==> src/rtl/iter_comparator_pkg.sv <==
// Shared types for the iterative comparator: condition codes, FSM states and
// the condition evaluator that maps lt/eq onto the selected op.
package cmp_pkg;

    typedef enum logic [2:0] {
        CMP_LT = 3'd0,
        CMP_LE = 3'd1,
        CMP_EQ = 3'd2,
        CMP_NE = 3'd3,
        CMP_GT = 3'd4,
        CMP_GE = 3'd5
    } cmp_op_e;

    typedef enum logic [1:0] {
        IDLE    = 2'd0,
        COMPARE = 2'd1,
        DONE    = 2'd2
    } cmp_state_e;

    // Codes 6 and 7 are reserved and always evaluate false.
    function automatic logic cmp_eval(input logic [2:0] op, input logic lt, input logic eq);
        logic r;
        r = 1'b0;
        case (op)
            CMP_LT:  r = lt;
            CMP_LE:  r = lt | eq;
            CMP_EQ:  r = eq;
            CMP_NE:  r = ~eq;
            CMP_GT:  r = ~lt & ~eq;
            CMP_GE:  r = ~lt;
            default: r = 1'b0;
        endcase
        return r;
    endfunction

endpackage

==> src/rtl/iter_comparator_chunk_cmp.sv <==
// Unsigned magnitude compare of one CHUNK-bit slice of the two operands.
module chunk_cmp #(
    parameter int CHUNK = 8
) (
    input  logic [CHUNK-1:0] a_c,
    input  logic [CHUNK-1:0] b_c,
    output logic             c_lt,
    output logic             c_eq
);

    assign c_lt = (a_c < b_c);
    assign c_eq = (a_c == b_c);

endmodule

==> src/rtl/iter_comparator.sv <==
// Multi-cycle signed/unsigned comparator, MSB chunk first, CHUNK bits per cycle.
// Build option ITER_COMPARATOR_EARLY_EXIT_EN: stop at the first differing chunk.
module iter_comparator
    import cmp_pkg::*;
#(
    parameter int WIDTH = 32,
    parameter int CHUNK = 8
) (
    input  logic             clk,
    input  logic             rst,
    input  logic             in_valid,
    output logic             in_ready,
    input  logic [WIDTH-1:0] a,
    input  logic [WIDTH-1:0] b,
    input  logic             is_signed,
    input  logic [2:0]       op,
    output logic             out_valid,
    input  logic             out_ready,
    output logic             lt,
    output logic             eq,
    output logic             res
);

    localparam int NCHUNK = WIDTH / CHUNK;
    localparam int IDX_W  = (NCHUNK > 1) ? $clog2(NCHUNK) : 1;
    localparam logic [WIDTH-1:0] SIGN_MASK = WIDTH'(1) << (WIDTH - 1);

    if (CHUNK < 1 || CHUNK > WIDTH || (WIDTH % CHUNK) != 0) begin : g_bad_cfg
        $error("iter_comparator: WIDTH must be a multiple of CHUNK with 1 <= CHUNK <= WIDTH");
    end

    cmp_state_e       state_q, state_d;
    logic [WIDTH-1:0] a_q, a_d, b_q, b_d;
    logic [2:0]       op_q, op_d;
    logic [IDX_W-1:0] idx_q, idx_d;
    logic             lt_q, lt_d, eq_q, eq_d, res_q, res_d;
    logic             c_lt, c_eq;
`ifndef ITER_COMPARATOR_EARLY_EXIT_EN
    logic             found_q, found_d, flt_q, flt_d;
`endif

    // Operands shift left each cycle so the chunk under test is always the top slice.
    chunk_cmp #(.CHUNK(CHUNK)) u_chunk_cmp (
        .a_c  (a_q[WIDTH-1 -: CHUNK]),
        .b_c  (b_q[WIDTH-1 -: CHUNK]),
        .c_lt (c_lt),
        .c_eq (c_eq)
    );

    always_comb begin
        // NOTE: every signal driven here gets a default first so no path infers a latch.
        state_d = state_q;
        a_d     = a_q;
        b_d     = b_q;
        op_d    = op_q;
        idx_d   = idx_q;
        lt_d    = lt_q;
        eq_d    = eq_q;
        res_d   = res_q;
`ifndef ITER_COMPARATOR_EARLY_EXIT_EN
        found_d = found_q;
        flt_d   = flt_q;
`endif
        case (state_q)
            IDLE: begin
                if (in_valid) begin
                    // Flipping the sign bit maps two's-complement order onto unsigned order.
                    a_d     = is_signed ? (a ^ SIGN_MASK) : a;
                    b_d     = is_signed ? (b ^ SIGN_MASK) : b;
                    op_d    = op;
                    idx_d   = IDX_W'(NCHUNK - 1);
`ifndef ITER_COMPARATOR_EARLY_EXIT_EN
                    found_d = 1'b0;
                    flt_d   = 1'b0;
`endif
                    state_d = COMPARE;
                end
            end
            COMPARE: begin
                a_d   = a_q << CHUNK;
                b_d   = b_q << CHUNK;
                idx_d = idx_q - IDX_W'(1);
`ifdef ITER_COMPARATOR_EARLY_EXIT_EN
                if (!c_eq || idx_q == '0) begin
                    lt_d    = c_lt;
                    eq_d    = c_eq;
                    res_d   = cmp_eval(op_q, lt_d, eq_d);
                    state_d = DONE;
                end
`else
                if (!found_q && !c_eq) begin
                    found_d = 1'b1;
                    flt_d   = c_lt;
                end
                if (idx_q == '0) begin
                    lt_d    = found_q ? flt_q : c_lt;
                    eq_d    = ~found_q & c_eq;
                    res_d   = cmp_eval(op_q, lt_d, eq_d);
                    state_d = DONE;
                end
`endif
            end
            DONE: begin
                if (out_ready) state_d = IDLE;
            end
            default: state_d = IDLE;
        endcase
    end

    always_ff @(posedge clk or posedge rst) begin
        // NOTE: sequential state uses non-blocking assignments so every flop samples pre-edge values.
        if (rst) begin
            state_q <= IDLE;
            a_q     <= '0;
            b_q     <= '0;
            op_q    <= '0;
            idx_q   <= '0;
            lt_q    <= 1'b0;
            eq_q    <= 1'b0;
            res_q   <= 1'b0;
        end else begin
            state_q <= state_d;
            a_q     <= a_d;
            b_q     <= b_d;
            op_q    <= op_d;
            idx_q   <= idx_d;
            lt_q    <= lt_d;
            eq_q    <= eq_d;
            res_q   <= res_d;
        end
    end

`ifndef ITER_COMPARATOR_EARLY_EXIT_EN
    always_ff @(posedge clk or posedge rst) begin
        if (rst) begin
            found_q <= 1'b0;
            flt_q   <= 1'b0;
        end else begin
            found_q <= found_d;
            flt_q   <= flt_d;
        end
    end
`endif

    assign in_ready  = (state_q == IDLE);
    assign out_valid = (state_q == DONE);
    assign lt        = lt_q;
    assign eq        = eq_q;
    assign res       = res_q;

endmodule

==> config.mk <==
export PLATFORM = sky130hd
export DESIGN_NAME = iter_comparator
export DESIGN_NICKNAME = d
export VERILOG_FILES = /design/src/rtl/iter_comparator_pkg.sv /design/src/rtl/iter_comparator_chunk_cmp.sv /design/src/rtl/iter_comparator.sv
export SDC_FILE = /design/constraint.sdc
export NUM_CORES = 1
export LEC_CHECK = 0
export ABC_CLOCK_PERIOD_IN_PS = 5810
export BUFFER_PORTS_ARGS = -buffer_cell sky130_fd_sc_hd__buf_4
export CAP_MARGIN = 15
export CORE_ASPECT_RATIO = 0.5
export CORE_UTILIZATION = 54
export CTS_BUF_LIST = sky130_fd_sc_hd__clkbuf_4 sky130_fd_sc_hd__clkbuf_8 sky130_fd_sc_hd__clkbuf_16
export CTS_CLUSTER_DIAMETER = 40
export DETAILED_ROUTE_END_ITERATION = 8
export PLACE_DENSITY = 0.81
export RECOVER_POWER = 100
export SETUP_SLACK_MARGIN = 0.1
export SYNTH_ARGS = -nofsm -noshare
export SYNTH_HDL_FRONTEND = slang
export SYNTH_SLANG_ARGS = --single-unit
==> constraint.sdc <==
create_clock -name clk -period 5.81 [get_ports clk]
set_clock_uncertainty 0.05 [all_clocks]
set_input_delay 0.581 -clock clk [delete_from_list [all_inputs] [get_ports clk]]
set_output_delay 0.581 -clock clk [all_outputs]
set_load 0.05 [all_outputs]
==> results of run 1 <==
-- cells in the mapped netlist (all sizes together), types with 2 or more instances --
cell type,number
buf,15
mux2i,2
nand4,2
xnor2,2
dfrtp,76
a221o,2
or3,2
ha,9
nand2,141
o21ai,19
nand2b,2
a21oi,9
a31oi,46
o211ai,4
clkbuf,14
inv,13
nor2,55
nor2b,2
nor3b,2
-- final timing paths --
kind | start | slack, ps | cells past startpoint | end
max | state_q[0] | 3400 | 4 | a_q[31]
min | op[1] | 390 | 3 | op_q[1]
max reg2reg | state_q[0] | 3400 | 4 | a_q[31]
min reg2reg | eq | 430 | 2 | eq
max in group asynchronous | rst | 4610 | 3 | b_q[27]
min in group asynchronous | rst | 480 | 3 | b_q[4]
-- report_power, final --
part / switching (mW) / leakage (nW) / internal (mW)
clock network: 0.212 / 0.151 / 0.374
logic: 0.692 / 1.06 / 0.406
registers: 0.175 / 0.922 / 0.799
total: 1.08 / 2.13 / 1.58
-- registers in the layout, summed over array words and instances (netlist names) --
signal,count
a_q,32
eq,1
flt_q,1
res,1
found_q,1
op_q,3
b_q,32
state_q,2
lt,1
idx_q,2
-- worst min-delay path, stage by stage --
cell and delay (ps):
sky130_fd_sc_hd__buf_4 70, sky130_fd_sc_hd__nand2_1 40, sky130_fd_sc_hd__nand2_1 50
-- stage by stage --
stage               cells  setup WS (ps)
floorplan             429           3240
global placement      566           3770
CTS                   581           3700
detailed placement    566           3720
finish                581           3400
global route          581           3160
-- area by class of cell --
type | instances | area [um2]
multi-input combinational | 311 | 1540
clock buffer | 9 | 225
clock inverter | 6 | 90.1
timing repair buffer | 78 | 567
inverter | 13 | 48.8
sequential | 76 | 1900
tap | 88 | 110
fill | 502 | 1800
-- metal layers --
metal | up-vias | part of all wire [%] | global-route usage [%]
met5 | - | 0 | 0
met4 | 0 | 1.6 | 9.34
met3 | 14 | 4.7 | 6.11
met2 | 96 | 45 | 40.1
met1 | 1459 | 49 | 34.2
li1 | 1557 | - | -
-- logic make-up (layout without fill, tap and decap cells) --
kind of cell,after synthesis,in the layout,synth area share (%)
flops,76,76,52.4
xor+xnor,3,3,0.725
mux,2,2,0.552
compound gates,87,87,15.1
fa+ha+maj,9,9,3.10
simple gates,210,210,22.7
buf+inv,42,106,5.35
==> results.sh, run 1 <==
export IMPL_diodes=0
export IMPL_violations_in_the_final_reports="max-capacitance violations, max-slew violations"
export IMPL_final_slew_viol_count=55
export IMPL_cts_buffers=9
export IMPL_finalWeightedCongestion=0.755
export IMPL_setup_worst_path_class="register to register"
export IMPL_timing_critical_path_buf_inv=0
export IMPL_largest_net_degree_at_the_start_of_global_routing=113
export IMPL_drt_drc_violations_left=0
export IMPL_cts_max_path_buffers=2
export IMPL_drive_gt1_share_pct=18.9
export IMPL_synthesis_yosys_warnings=0
export IMPL_netlist_area_um2=3630
export IMPL_timing_critical_path_cells="nor2_1 -> nand2_1 -> nor2_1 -> a221o_1"
export IMPL_slowest_stage="sky130_fd_sc_hd__nand2_1"
export IMPL_gr_total_overflow=0
export IMPL_area_of_all_placed_cells_without_fillers_um2=4480
export IMPL_post_cts_resized=0
export IMPL_detail_route_antenna_nets=0
export IMPL_synth_seq_area_share_pct=52.4
export IMPL_top_flip_flop_cell_by_instance_count_after_synthesis="sky130_fd_sc_hd__dfrtp_1"
export IMPL_avgRoutedWirePerCell_um=13.8
export IMPL_fin_crit_sh_pct=41.5
export IMPL_vias=3126
export IMPL_cts_root_buf="sky130_fd_sc_hd__clkbuf_16"
export IMPL_port_buffer_cells=76
export IMPL_grt_use_total_pct=25.2
export IMPL_power_per_cell_area_nw_per_um2=594
export IMPL_clock_insertion_delay_worst_skew_ps=330
export IMPL_post_synth_cell_area_avg_um2=8.46
export IMPL_synthesis_nets=510
export IMPL_grt_setup_unrepaired="no"
export IMPL_cp_data_arrival_time_ps=2580
export IMPL_timing_max_slew_rel_slack_pct=-14.0
export IMPL_rows=20
export IMPL_static_leakage_power_nw=2.13
export IMPL_status="complete, but fails checks"
export IMPL_mostFrequentLayoutCell="sky130_fd_sc_hd__nand2_1"
export IMPL_max_cap_viol_count=1
export IMPL_die_area_um2=7070
export IMPL_finalWirelength_um=8040
export IMPL_synth_cells=429
export IMPL_core_um2=6280
export IMPL_worstPathMaxFanout=54
export IMPL_synth_async_sr_flop_share_pct=100
export IMPL_ir_drop_v=0.000299
export IMPL_finalCoreUtilization_pct=71.3
export IMPL_mostFrequentLayoutCells="sky130_fd_sc_hd__nand2_1 (141), sky130_fd_sc_hd__dfrtp_1 (76), sky130_fd_sc_hd__buf_4 (72)"
export IMPL_worst_slew_pin_slew_ps=1710
export IMPL_clkSinkCount=76
export IMPL_clock_fmax_ghz=0.415
export IMPL_tritoncts="yes"
export IMPL_timing_final_hold_violations=0
export IMPL_htree_levels=3
export IMPL_hp_class="primary input to register"
export IMPL_number_of_antenna_violations_at_the_first_check_in_global_routing=0
export IMPL_dominant_delay_contributor_by_cell_family_on_the_critical_path="simple AND/OR/NAND/NOR gates"
export IMPL_total_half_perimeter_wirelength_after_legalization_and_detailed_placement_um=5060
export IMPL_drt_initial_drc_count=261
export IMPL_fin_worst_hold_slack_ps=385
export IMPL_placedInstanceArea_um2=4190
export IMPL_timing_critical_path_to_type="register"
export IMPL_period_needed_ps=2410
export IMPL_grt_first_pass_wirelength_um=13700
export IMPL_die_h_um=60.0
export IMPL_worst_ep_required_time_ps=5980
export IMPL_post_layout_total_power_mw=2.66
export IMPL_num_nets_final=570
export IMPL_viasPerCell=5.38
export IMPL_initial_util_pct=57.7
export IMPL_setup_viol=0
export IMPL_yosysTopAreaCellShare_pct=52.4
export IMPL_die_width_um=118
export IMPL_critical_path_start_type="register"
export IMPL_cts_setup_buffers=0
export IMPL_setup_tns_final_ps=0
export IMPL_grt_pass1_vias=2966
export IMPL_synth_cell_types=36
export IMPL_io_pins=77
export IMPL_synth_edf_count=0
export IMPL_synth_ff_latch_count=76
export IMPL_worst_path_most_repeated_cell="sky130_fd_sc_hd__nor2_1"
export IMPL_cts_hold_fix_buffers=0
export IMPL_clk_pin_slew_ps=60
export IMPL_drt_pass1_iterations=5
export IMPL_areaGrowthSynthToFinish_pct=23.5
export IMPL_largest_cells_by_area_after_synthesis="sky130_fd_sc_hd__dfrtp_1 (52%), sky130_fd_sc_hd__nand2_1 (15%), sky130_fd_sc_hd__a31oi_1 (7.9%)"
export IMPL_max_stage_delay_ps=1220
export IMPL_synthDominantAreaCellType="sky130_fd_sc_hd__dfrtp_1"
Note: power is estimated with default switching activity, not from simulation.
==> inputs of run 2 (changes only) <==
- ABC_AREA: not set -> 1
- ABC_CLOCK_PERIOD_IN_PS: 5810 -> 2200
- CORE_UTILIZATION: 54 -> 49
- PLACE_DENSITY: 0.81 -> 0.78
- clock period: 5.81 -> 2.2 ns (I/O delays scaled with it)
==> results.sh, run 2 <==
export IMPL_status="complete, no violations"
export IMPL_worstPathMaxFanout=39
export IMPL_synth_ff_latch_count=76
export IMPL_synth_async_sr_flop_share_pct=100
export IMPL_finalWirelength_um=8410
export IMPL_swShare_pct=40.4
export IMPL_timing_critical_path_to_type="register"
export IMPL_worst_ep_required_time_ps=2370
export IMPL_reg2reg_setup_slack_ps=270
export IMPL_reg2reg_from="state_q[0]"
export IMPL_core_um2=6940
export IMPL_synth_cells=386
export IMPL_clock_insertion_delay_worst_skew_ps=330
export IMPL_synthMostInstantiatedCell="sky130_fd_sc_hd__dfrtp_1"
export IMPL_holdPathStages=2
export IMPL_clk_pin_slew_ps=60
export IMPL_setup_tns_final_ps=0
export IMPL_mostFrequentLayoutCells="sky130_fd_sc_hd__dfrtp_1 (76), sky130_fd_sc_hd__buf_4 (73), sky130_fd_sc_hd__inv_1 (69)"
export IMPL_worst_slew_pin_slew_ps=876
export IMPL_synth_cell_types=28
export IMPL_regToRegEndpoint="lt"
export IMPL_avgRoutedWirePerCell_um=15.2
export IMPL_netlist_area_um2=3660
export IMPL_areaGrowthSynthToFinish_pct=22.8
export IMPL_mostFrequentLayoutCell="sky130_fd_sc_hd__dfrtp_1"
export IMPL_ir_drop_v=0.000620
export IMPL_fin_worst_hold_slack_ps=14.4
export IMPL_finalWeightedCongestion=0.819
export IMPL_post_synth_cell_area_avg_um2=9.49
export IMPL_timing_final_hold_violations=0
export IMPL_die_area_um2=7840
export IMPL_hold_start="out_ready"
export IMPL_gr_total_overflow=0
export IMPL_die_width_um=124
export IMPL_total_half_perimeter_wirelength_after_legalization_and_detailed_placement_um=5550
export IMPL_critical_path_start_type="register"
export IMPL_ff2ff_path_depth=7
export IMPL_grt_use_total_pct=22.9
export IMPL_reg_top3="a_q: 32 flops, b_q: 32 flops, op_q: 3 flops"
export IMPL_diodes=0
export IMPL_power_per_cell_area_nw_per_um2=1580
export IMPL_sequentialPowerShare_pct=33.4
export IMPL_rows=21
export IMPL_clockPowerShare_pct=20.1
export IMPL_final_slew_viol_count=0
export IMPL_static_leakage_power_nw=2.19
export IMPL_synth_commonest_cells="sky130_fd_sc_hd__dfrtp_1 (76), sky130_fd_sc_hd__inv_1 (69), sky130_fd_sc_hd__nand2_1 (52), sky130_fd_sc_hd__nor3_1 (42), sky130_fd_sc_hd__o21ai_0 (25)"
export IMPL_grt_first_pass_wirelength_um=14100
export IMPL_top_flip_flop_cell_by_instance_count_after_synthesis="sky130_fd_sc_hd__dfrtp_1"
export IMPL_drive_gt1_share_pct=22.1
export IMPL_period_needed_ps=1930
export IMPL_io_pins=77
export IMPL_number_of_antenna_violations_at_the_first_check_in_global_routing=0
export IMPL_largest_net_degree_at_the_start_of_global_routing=59
export IMPL_power_internal_mw=4.23
export IMPL_cts_root_buf="sky130_fd_sc_hd__clkbuf_16"
export IMPL_grt_pass1_vias=2898
export IMPL_timing_max_slew_rel_slack_pct=41.3
export IMPL_tritoncts="yes"
export IMPL_die_h_um=63.1
export IMPL_drt_pass1_iterations=4
export IMPL_max_cap_viol_count=0
export IMPL_clkSinkCount=76
export IMPL_synthesis_nets=467
export IMPL_cp_data_arrival_time_ps=2090
export IMPL_synthesis_yosys_warnings=0
export IMPL_clock_fmax_ghz=0.519
export IMPL_vias=2938
export IMPL_comb_power_share_pct=46.5
export IMPL_num_nets_final=538
export IMPL_hp_class="primary input to register"
export IMPL_synthDominantAreaCellType="sky130_fd_sc_hd__dfrtp_1"
export IMPL_grt_setup_unrepaired="no"
export IMPL_drt_drc_violations_left=0
export IMPL_setup_viol=0
export IMPL_cts_max_path_buffers=2
export IMPL_synth_seq_area_share_pct=51.9
export IMPL_htree_levels=3
export IMPL_yosysTopAreaCellShare_pct=51.9
export IMPL_port_buffer_cells=76
export IMPL_cts_setup_buffers=0
export IMPL_nFillCells=592
export IMPL_detail_route_antenna_nets=0
export IMPL_initial_util_pct=52.8
export IMPL_synth_edf_count=0
export IMPL_dp_cells=537
export IMPL_fin_crit_sh_pct=87.5
export IMPL_netSwitchingPower_mw=2.87
export IMPL_setup_worst_path_class="register to register"
export IMPL_largest_cells_by_area_after_synthesis="sky130_fd_sc_hd__dfrtp_1 (52%), sky130_fd_sc_hd__inv_1 (7.1%), sky130_fd_sc_hd__a221oi_2 (7.0%)"
export IMPL_worstHoldEndpoint="state_q[1]"
export IMPL_drt_initial_drc_count=194
export IMPL_layoutNonFillerInstCount=553
export IMPL_viasPerCell=5.31
export IMPL_cts_buffers=9
==> run 2: changes by cell type in the layout (fill, tap and decap cells not counted), sizes merged, moves of 35 or more <==
cell | previous run | this run
a31oi | 46 | 0
nand2 | 141 | 53
nor2 | 55 | 10
inv | 13 | 72
nor3 | 1 | 42
a221oi | 0 | 35
==> run 2: cell families (layout without fill, tap and decap cells) <==
family	Yosys count	after routing	synth area share, %
buffers and inverters	97	172	10.9
AND/OR/NAND/NOR	113	113	13.7
XOR/XNOR	2	2	0.478
flip-flops	76	76	51.9
AO/OA/AOI/OAI	89	89	19.9
adder cells (fa/ha/maj)	9	9	3.07
==> run 2: repair_timing <==
action,CTS,global route
gates resized for setup,0,0
hold buffers,1,0
hold endpoints to repair,18,0
==> run 2: how the worst max path moves through the flow <==
stage / from / to / slack (ps) / cells past startpoint
after floorplan: state_q[1] / a_q[15] / 370 / 7
after global placement: a_q[31] / res / 520 / 12
after detailed placement: a_q[31] / res / 420 / 12
after CTS: a_q[31] / res / 400 / 12
after global routing: state_q[0] / b_q[0] / 140 / 6
final: state_q[0] / lt / 270 / 7
==> run 2: metrics by stage <==
stage,setup WS (ps),power (mW),area [um2],util [%]
floorplan,374,5.12,3670,-
global placement,522,5.84,4320,62.3
detailed placement,417,5.98,4320,62.3
CTS,397,7.43,4620,66.7
global route,144,7.67,4500,64.8
finish,274,7.09,4500,64.8
==> run 2: final cells by class <==
cell class | instances | area (um2) | area share [%]
sequential | 76 | 1900 | 42.3
multi-input combinational | 213 | 1260 | 28.1
timing repair buffer | 84 | 649 | 14.4
clock buffer | 14 | 288 | 6.40
inverter | 73 | 275 | 6.12
tap | 92 | 115 | 2.56
clock inverter | 1 | 5.00 | 0.111
==> run 2: critical path: stages, from the launching register on <==
cell                      delay (ps)
sky130_fd_sc_hd__dfrtp_1         390
sky130_fd_sc_hd__inv_2            40
sky130_fd_sc_hd__nor2_1          530
sky130_fd_sc_hd__buf_12          280
sky130_fd_sc_hd__nand2_1         180
sky130_fd_sc_hd__inv_2           130
sky130_fd_sc_hd__nand3_1          90
sky130_fd_sc_hd__o21a_1          110
==> run 2: per-layer routing <==
layer | vias up | part of all wire (%) | track usage [%]
met1 | 1391 | 48 | 32.6
met3 | 11 | 5.2 | 5.35
met4 | 0 | 1.2 | 7.53
li1 | 1442 | - | -
met5 | - | 0 | 0
met2 | 94 | 45 | 34.5
==> run 2: power groups by stage <==
stage | clock, mW | sequential [mW] | combinational [mW]
CTS | 1.44 | 2.38 | 3.61
finish | 1.42 | 2.37 | 3.30
floorplan | 0 | 2.39 | 2.73
global route | 1.51 | 2.44 | 3.72
detailed placement | 0 | 2.40 | 3.58
global placement | 0 | 2.36 | 3.48
